**src/rtl/bloco_operacional_pkg.sv**
```systemverilog
// Shared definitions for the bloco_operacional datapath: default sizes and
// the encodings of the write-source and ALU-operation selects.
package bloco_operacional_pkg;

   localparam int DATA_W_DEF = 8;
   localparam int NREGS_DEF  = 16;

   typedef enum logic [1:0] {
      SRC_ALU   = 2'b00,
      SRC_MEM   = 2'b01,
      SRC_CONST = 2'b10,
      SRC_NONE  = 2'b11
   } wsrc_t;

   typedef enum logic [1:0] {
      OP_PASS_P = 2'b00,
      OP_ADD    = 2'b01,
      OP_SUB    = 2'b10,
      OP_PASS_Q = 2'b11
   } alu_op_t;

   function automatic int addr_width(input int nregs);
      return (nregs > 1) ? $clog2(nregs) : 1;
   endfunction

endpackage

```
**src/rtl/bloco_operacional_banco_registradores.sv**
```systemverilog
// Register file with one synchronous write port and two combinational read
// ports; reads see the stored value, never the word being written this cycle.
module banco_registradores
   import bloco_operacional_pkg::*;
#(
   parameter int DATA_W = DATA_W_DEF,
   parameter int NREGS  = NREGS_DEF,
   parameter int AW     = addr_width(NREGS)
) (
   input  logic              clk,
   input  logic              reset,
   input  logic [AW-1:0]     w_addr,
   input  logic [DATA_W-1:0] w_data,
   input  logic              w_en,
   input  logic [AW-1:0]     p_addr,
   input  logic              p_rd,
   output logic [DATA_W-1:0] p_data,
   input  logic [AW-1:0]     q_addr,
   input  logic              q_rd,
   output logic [DATA_W-1:0] q_data
);

   logic [DATA_W-1:0] regs [NREGS];

   // Reset wins over a write presented on the same edge.
   always_ff @(posedge clk) begin
      if (reset) begin
         for (int i = 0; i < NREGS; i++) begin
            regs[i] <= '0;
         end
      end else if (w_en) begin
         regs[w_addr] <= w_data;
      end
   end

   assign p_data = p_rd ? regs[p_addr] : '0;
   assign q_data = q_rd ? regs[q_addr] : '0;

endmodule

```
**src/rtl/bloco_operacional.sv**
```systemverilog
// Datapath: register file, write-source mux, ALU and Rp zero detect.
// Define BLOCO_OPERACIONAL_FLAGS_EN to build the registered carry/borrow flag.
module bloco_operacional
   import bloco_operacional_pkg::*;
#(
   parameter int DATA_W = DATA_W_DEF,
   parameter int NREGS  = NREGS_DEF
) (
   input  logic                          clk,
   input  logic                          reset,
   input  logic [DATA_W-1:0]             RF_W_data,
   input  logic                          RF_s1,
   input  logic                          RF_s0,
   input  logic [addr_width(NREGS)-1:0]  RF_W_addr,
   input  logic [addr_width(NREGS)-1:0]  RF_Rp_addr,
   input  logic [addr_width(NREGS)-1:0]  RF_Rq_addr,
   input  logic                          RF_W_wr,
   input  logic                          RF_Rp_rd,
   input  logic                          RF_Rq_rd,
   input  logic                          alu_s1,
   input  logic                          alu_s0,
   output logic                          RF_Rp_zero,
   input  logic [DATA_W-1:0]             D_R_data,
   output logic [DATA_W-1:0]             D_W_data,
   output logic                          alu_c
);

   localparam int AW = addr_width(NREGS);

   wsrc_t             src;
   alu_op_t           op;
   logic [DATA_W-1:0] rp_data;
   logic [DATA_W-1:0] rq_data;
   logic [DATA_W-1:0] alu_result;
   logic [DATA_W-1:0] w_data;
   logic              write_en;

   assign src = wsrc_t'({RF_s1, RF_s0});
   assign op  = alu_op_t'({alu_s1, alu_s0});

   // The NONE source turns a requested write into a no-op.
   assign write_en = RF_W_wr && (src != SRC_NONE);

   banco_registradores #(
      .DATA_W (DATA_W),
      .NREGS  (NREGS),
      .AW     (AW)
   ) u_banco (
      .clk    (clk),
      .reset  (reset),
      .w_addr (RF_W_addr),
      .w_data (w_data),
      .w_en   (write_en),
      .p_addr (RF_Rp_addr),
      .p_rd   (RF_Rp_rd),
      .p_data (rp_data),
      .q_addr (RF_Rq_addr),
      .q_rd   (RF_Rq_rd),
      .q_data (rq_data)
   );

   always_comb begin
      alu_result = rp_data;
      case (op)
         OP_PASS_P: alu_result = rp_data;
         OP_ADD:    alu_result = rp_data + rq_data;
         OP_SUB:    alu_result = rp_data - rq_data;
         OP_PASS_Q: alu_result = rq_data;
         default:   alu_result = rp_data;
      endcase
   end

   always_comb begin
      w_data = alu_result;
      case (src)
         SRC_ALU:   w_data = alu_result;
         SRC_MEM:   w_data = D_R_data;
         SRC_CONST: w_data = RF_W_data;
         default:   w_data = alu_result;
      endcase
   end

   assign D_W_data   = rp_data;
   assign RF_Rp_zero = RF_Rp_rd && (rp_data == '0);

`ifdef BLOCO_OPERACIONAL_FLAGS_EN
   logic [DATA_W:0] add_ext;
   logic            flag_q;

   assign add_ext = {1'b0, rp_data} + {1'b0, rq_data};

   // Only committed ALU writes of ADD/SUB update the flag; pass ops hold it.
   always_ff @(posedge clk) begin
      if (reset) begin
         flag_q <= 1'b0;
      end else if (write_en && (src == SRC_ALU)) begin
         if (op == OP_ADD) begin
            flag_q <= add_ext[DATA_W];
         end else if (op == OP_SUB) begin
            flag_q <= (rp_data < rq_data);
         end
      end
   end

   assign alu_c = flag_q;
`else
   assign alu_c = 1'b0;
`endif

endmodule

```
**config.mk**
```make
export PLATFORM = sky130hd
export DESIGN_NAME = bloco_operacional
export DESIGN_NICKNAME = d
export VERILOG_FILES = /design/src/rtl/bloco_operacional_pkg.sv /design/src/rtl/bloco_operacional_banco_registradores.sv /design/src/rtl/bloco_operacional.sv
export SDC_FILE = /design/constraint.sdc
export NUM_CORES = 1
export LEC_CHECK = 0
export CAP_MARGIN = 20
export CELL_PAD_IN_SITES_DETAIL_PLACEMENT = 1
export CELL_PAD_IN_SITES_GLOBAL_PLACEMENT = 1
export CORE_MARGIN = 3
export CORE_UTILIZATION = 34
export CTS_CLUSTER_SIZE = 16
export DETAILED_ROUTE_END_ITERATION = 10
export PLACE_DENSITY = 0.61
export SETUP_SLACK_MARGIN = 0.3
export SKIP_CTS_REPAIR_TIMING = 1
export SYNTH_ARGS = -nofsm -noshare
export SYNTH_HDL_FRONTEND = slang
export SYNTH_SLANG_ARGS = --single-unit
```
**constraint.sdc**
```tcl
create_clock -name clk -period 12.4 [get_ports clk]
set_input_delay 1.86 -clock clk [delete_from_list [all_inputs] [get_ports clk]]
set_output_delay 1.86 -clock clk [all_outputs]
set_load 0.01 [all_outputs]
```
==> reports/results.ini <==
[setup_path]
cp_slowest_cell=clkdlybuf4s50_1
crit_type=input port to output port
rrSetupSlack_ns=7.75
crit_path_start=RF_Rp_addr[2]
cp_data_arrival_time_ns=5.32
cp-end-kind=output port
reg2reg_to=u_banco.regs[2][6]
reg2reg_depth=16
reg2reg_from=u_banco.regs[11][1]
startpoint_type=input port
max_stage_delay_ns=1.17
required_ns=10.54
critPathTopFamily=buffers and inverters
critPathBufInv=2
worstPathCellList=clkdlybuf4s50_1 > mux4_2 > mux4_2 > nor4_1 > nand3_1 > nor4_1 > clkdlybuf4s50_1
cp_max_fo=20

[die]
core_um2=22000
row_count=54
io_pins=47
dieArea_um2=24500
fp.dieW_um=156
die_h_um=156
initial_utilization=0.349

[route]
routedWlPerCell_um=28.0
vias_per_cell=6.05
num_vias=5510
first_pass_iters=5
drtAntennaViolNets=0
drc_errors=0
totalWireLength_um=25500
drt_iter0_drc=513

[synthesis]
synth_area_um2=7690
netlist_instances=590
synth_xor_area_frac=0.00797
synth-compound-area-share=0.0807
ys_ff_latch=128
yosys.area_share.simple=0.126
synth_mux_area_frac=0.230
synth_fa_ha_area_frac=0.0221
postSynthAreaPerCell_um2=13.0
synth_cell_types=61
synthTopCellsByArea=edfxtp_1 (50%), mux4_2 (18%), nor2_1 (6.2%), mux4_1 (2.1%), ha_1 (2.0%)
synth.top_cell.area_share=0.500
synthFlopType=edfxtp_1
yosysSeqAreaShare=0.500
ys_warn_count=0
synth-edff-count=128
synthArstFlopShare=0
synth_nets=640
yosys.area.top_type=edfxtp_1
synth_top_family_by_area=multiplexers

[cells_and_area]
drive_gt1_frac=0.193
utilization=0.405
instances_no_fill=911
largest_register_ffs=128
num_antenna_cells=0
largest_register=u_banco.regs
fin_nets=668
top_regs=u_banco.regs x128
area_growth_pct=15.9
fin_area_um2=8910

[timing]
drv_slew=0
fin_crit_sh=0.579
slew_headroom=0.283
tightest_slew_ns=1.07
fin_worst_skew_ns=0.0128
tns_ns=0
setup_violations=0
period_minus_slack_ns=7.18
hold_violations=0
grt_setup_unrepaired=no
timing.fmax_ghz=0.139

[grt]
grt_max_degree=32
grt_pass1_wl_um=37500
grtUsageTotal=0.214
antenna_found_initial=0
grt_pass1_vias=5740
grt.overflow.total=0

[clocking]
cts_tree=yes
clk_latency_ns=0.43
htreeDepth=4
cts_num_sinks=128
cts_buffer_depth=2
clk_pin_slew_ns=0.06
cts_buffers=17
clockRootBuffer=clkbuf_16

[power]
p_leak_nw=3.09
total_power_w=0.00123
ir_drop_mv=0.0838
power_density_nw_per_um2=138

[placement]
place.gp.congestion=0.835
hpwl_um=18500
placement.io_buffers=45
dpl_cell_area_um2=8320
dp.cells=878

[worst_hold_path]
min_to=u_banco.regs[12][5]
hp-class=register to register
min_from=u_banco.regs[9][5]
holdPathStages=7

[outcome]
status=completed

[job]
cap_violations=0

tightest hold or removal path, stage by stage (launching register included):
cell	delay (ns)
edfxtp_1	0.35
mux4_2	0.26
a32oi_1	0.10
o21a_1	0.18
o21ai_0	0.18
o221ai_1	0.13
buf_4	0.23
nor2_1	0.10
how the worst max path moves through the flow:
stage / cells past startpoint / endpoint
6_report: 7 / RF_Rp_zero
5_1_grt: 8 / RF_Rp_zero
4_1_cts: 7 / RF_Rp_zero
3_5_place_dp: 7 / RF_Rp_zero
3_3_place_gp: 7 / RF_Rp_zero
2_1_floorplan: 15 / u_banco.regs[0][6]
cell usage in the layout (no fill, tap or decap), types with 4 or more instances in the layout:
master and instances:
a21oi_1 17, a21oi_2 10, a221o_1 5, a221oi_1 5
and2_1 7, buf_4 5, clkbuf_16 17, clkdlybuf4s50_1 42
clkinv_4 4, edfxtp_1 128, ha_1 12, inv_1 13
mux2_2 4, mux2i_1 13, mux4_1 6, mux4_2 63
nand2_1 24, nand2b_1 24, nand3_1 6, nor2_1 128
nor2b_1 6, nor3b_1 4, o21a_1 4, o21ai_0 12
xor2_1 4
metal layers:
metal | wire [um] | track usage | vias up
li1 | - | - | 2330
met1 | 10500 | 0.283 | 2865
met2 | 12500 | 0.351 | 269
met3 | 1650 | 0.0373 | 46
met4 | 839 | 0.0838 | 0
met5 | 0 | 0 | -
power by group:
| part | internal [W] | switching, W |
|---|---|---|
| registers | 0.000494 | 0.0000122 |
| clock network | 0.000297 | 0.000193 |
| logic | 0.0000939 | 0.000141 |
cells in the mapped netlist, drive strengths merged (4+ instances only):
| library cell | number |
|---|---|
| nand2b | 24 |
| o21ai | 15 |
| nor3b | 4 |
| edfxtp | 128 |
| mux2 | 5 |
| a21oi | 27 |
| nand2 | 24 |
| and2 | 7 |
| mux4 | 69 |
| a221o | 5 |
| xor2 | 4 |
| a221oi | 5 |
| clkbuf | 24 |
| buf | 18 |
| inv | 14 |
| o21a | 4 |
| mux2i | 13 |
| nor2b | 6 |
| nor2 | 128 |
| nand3 | 6 |
| ha | 12 |
logic make-up (layout without fill, tap and decap cells):
| kind of cell | Yosys count | after routing |
|---|---|---|
| AND/OR/NAND/NOR | 214 | 214 |
| adder cells (fa/ha/maj) | 13 | 13 |
| AO/OA/AOI/OAI | 84 | 84 |
| flip-flops | 128 | 128 |
| other | 1 | 1 |
| buffers and inverters | 56 | 97 |
| XOR/XNOR | 7 | 7 |
| multiplexers | 87 | 87 |
layout make-up:
type	instances	area [um2]
clock buffers	20	437
clock inverters	12	136
fillers	2302	13100
inverters	14	52.6
multi-input cells	406	3600
flip-flops and latches	128	3840
well taps	280	350
repair buffers	51	493
per-stage QoR:
stage | worst slack [ns] | hold slack (ns)
4_1_cts | 5.20 | 1.64
2_1_floorplan | 6.13 | 1.24
3_3_place_gp | 5.32 | 1.59
3_5_place_dp | 5.21 | 1.60
5_1_grt | 4.96 | 1.72
6_report | 5.22 | 1.65
(Power assumes the default switching activity.)
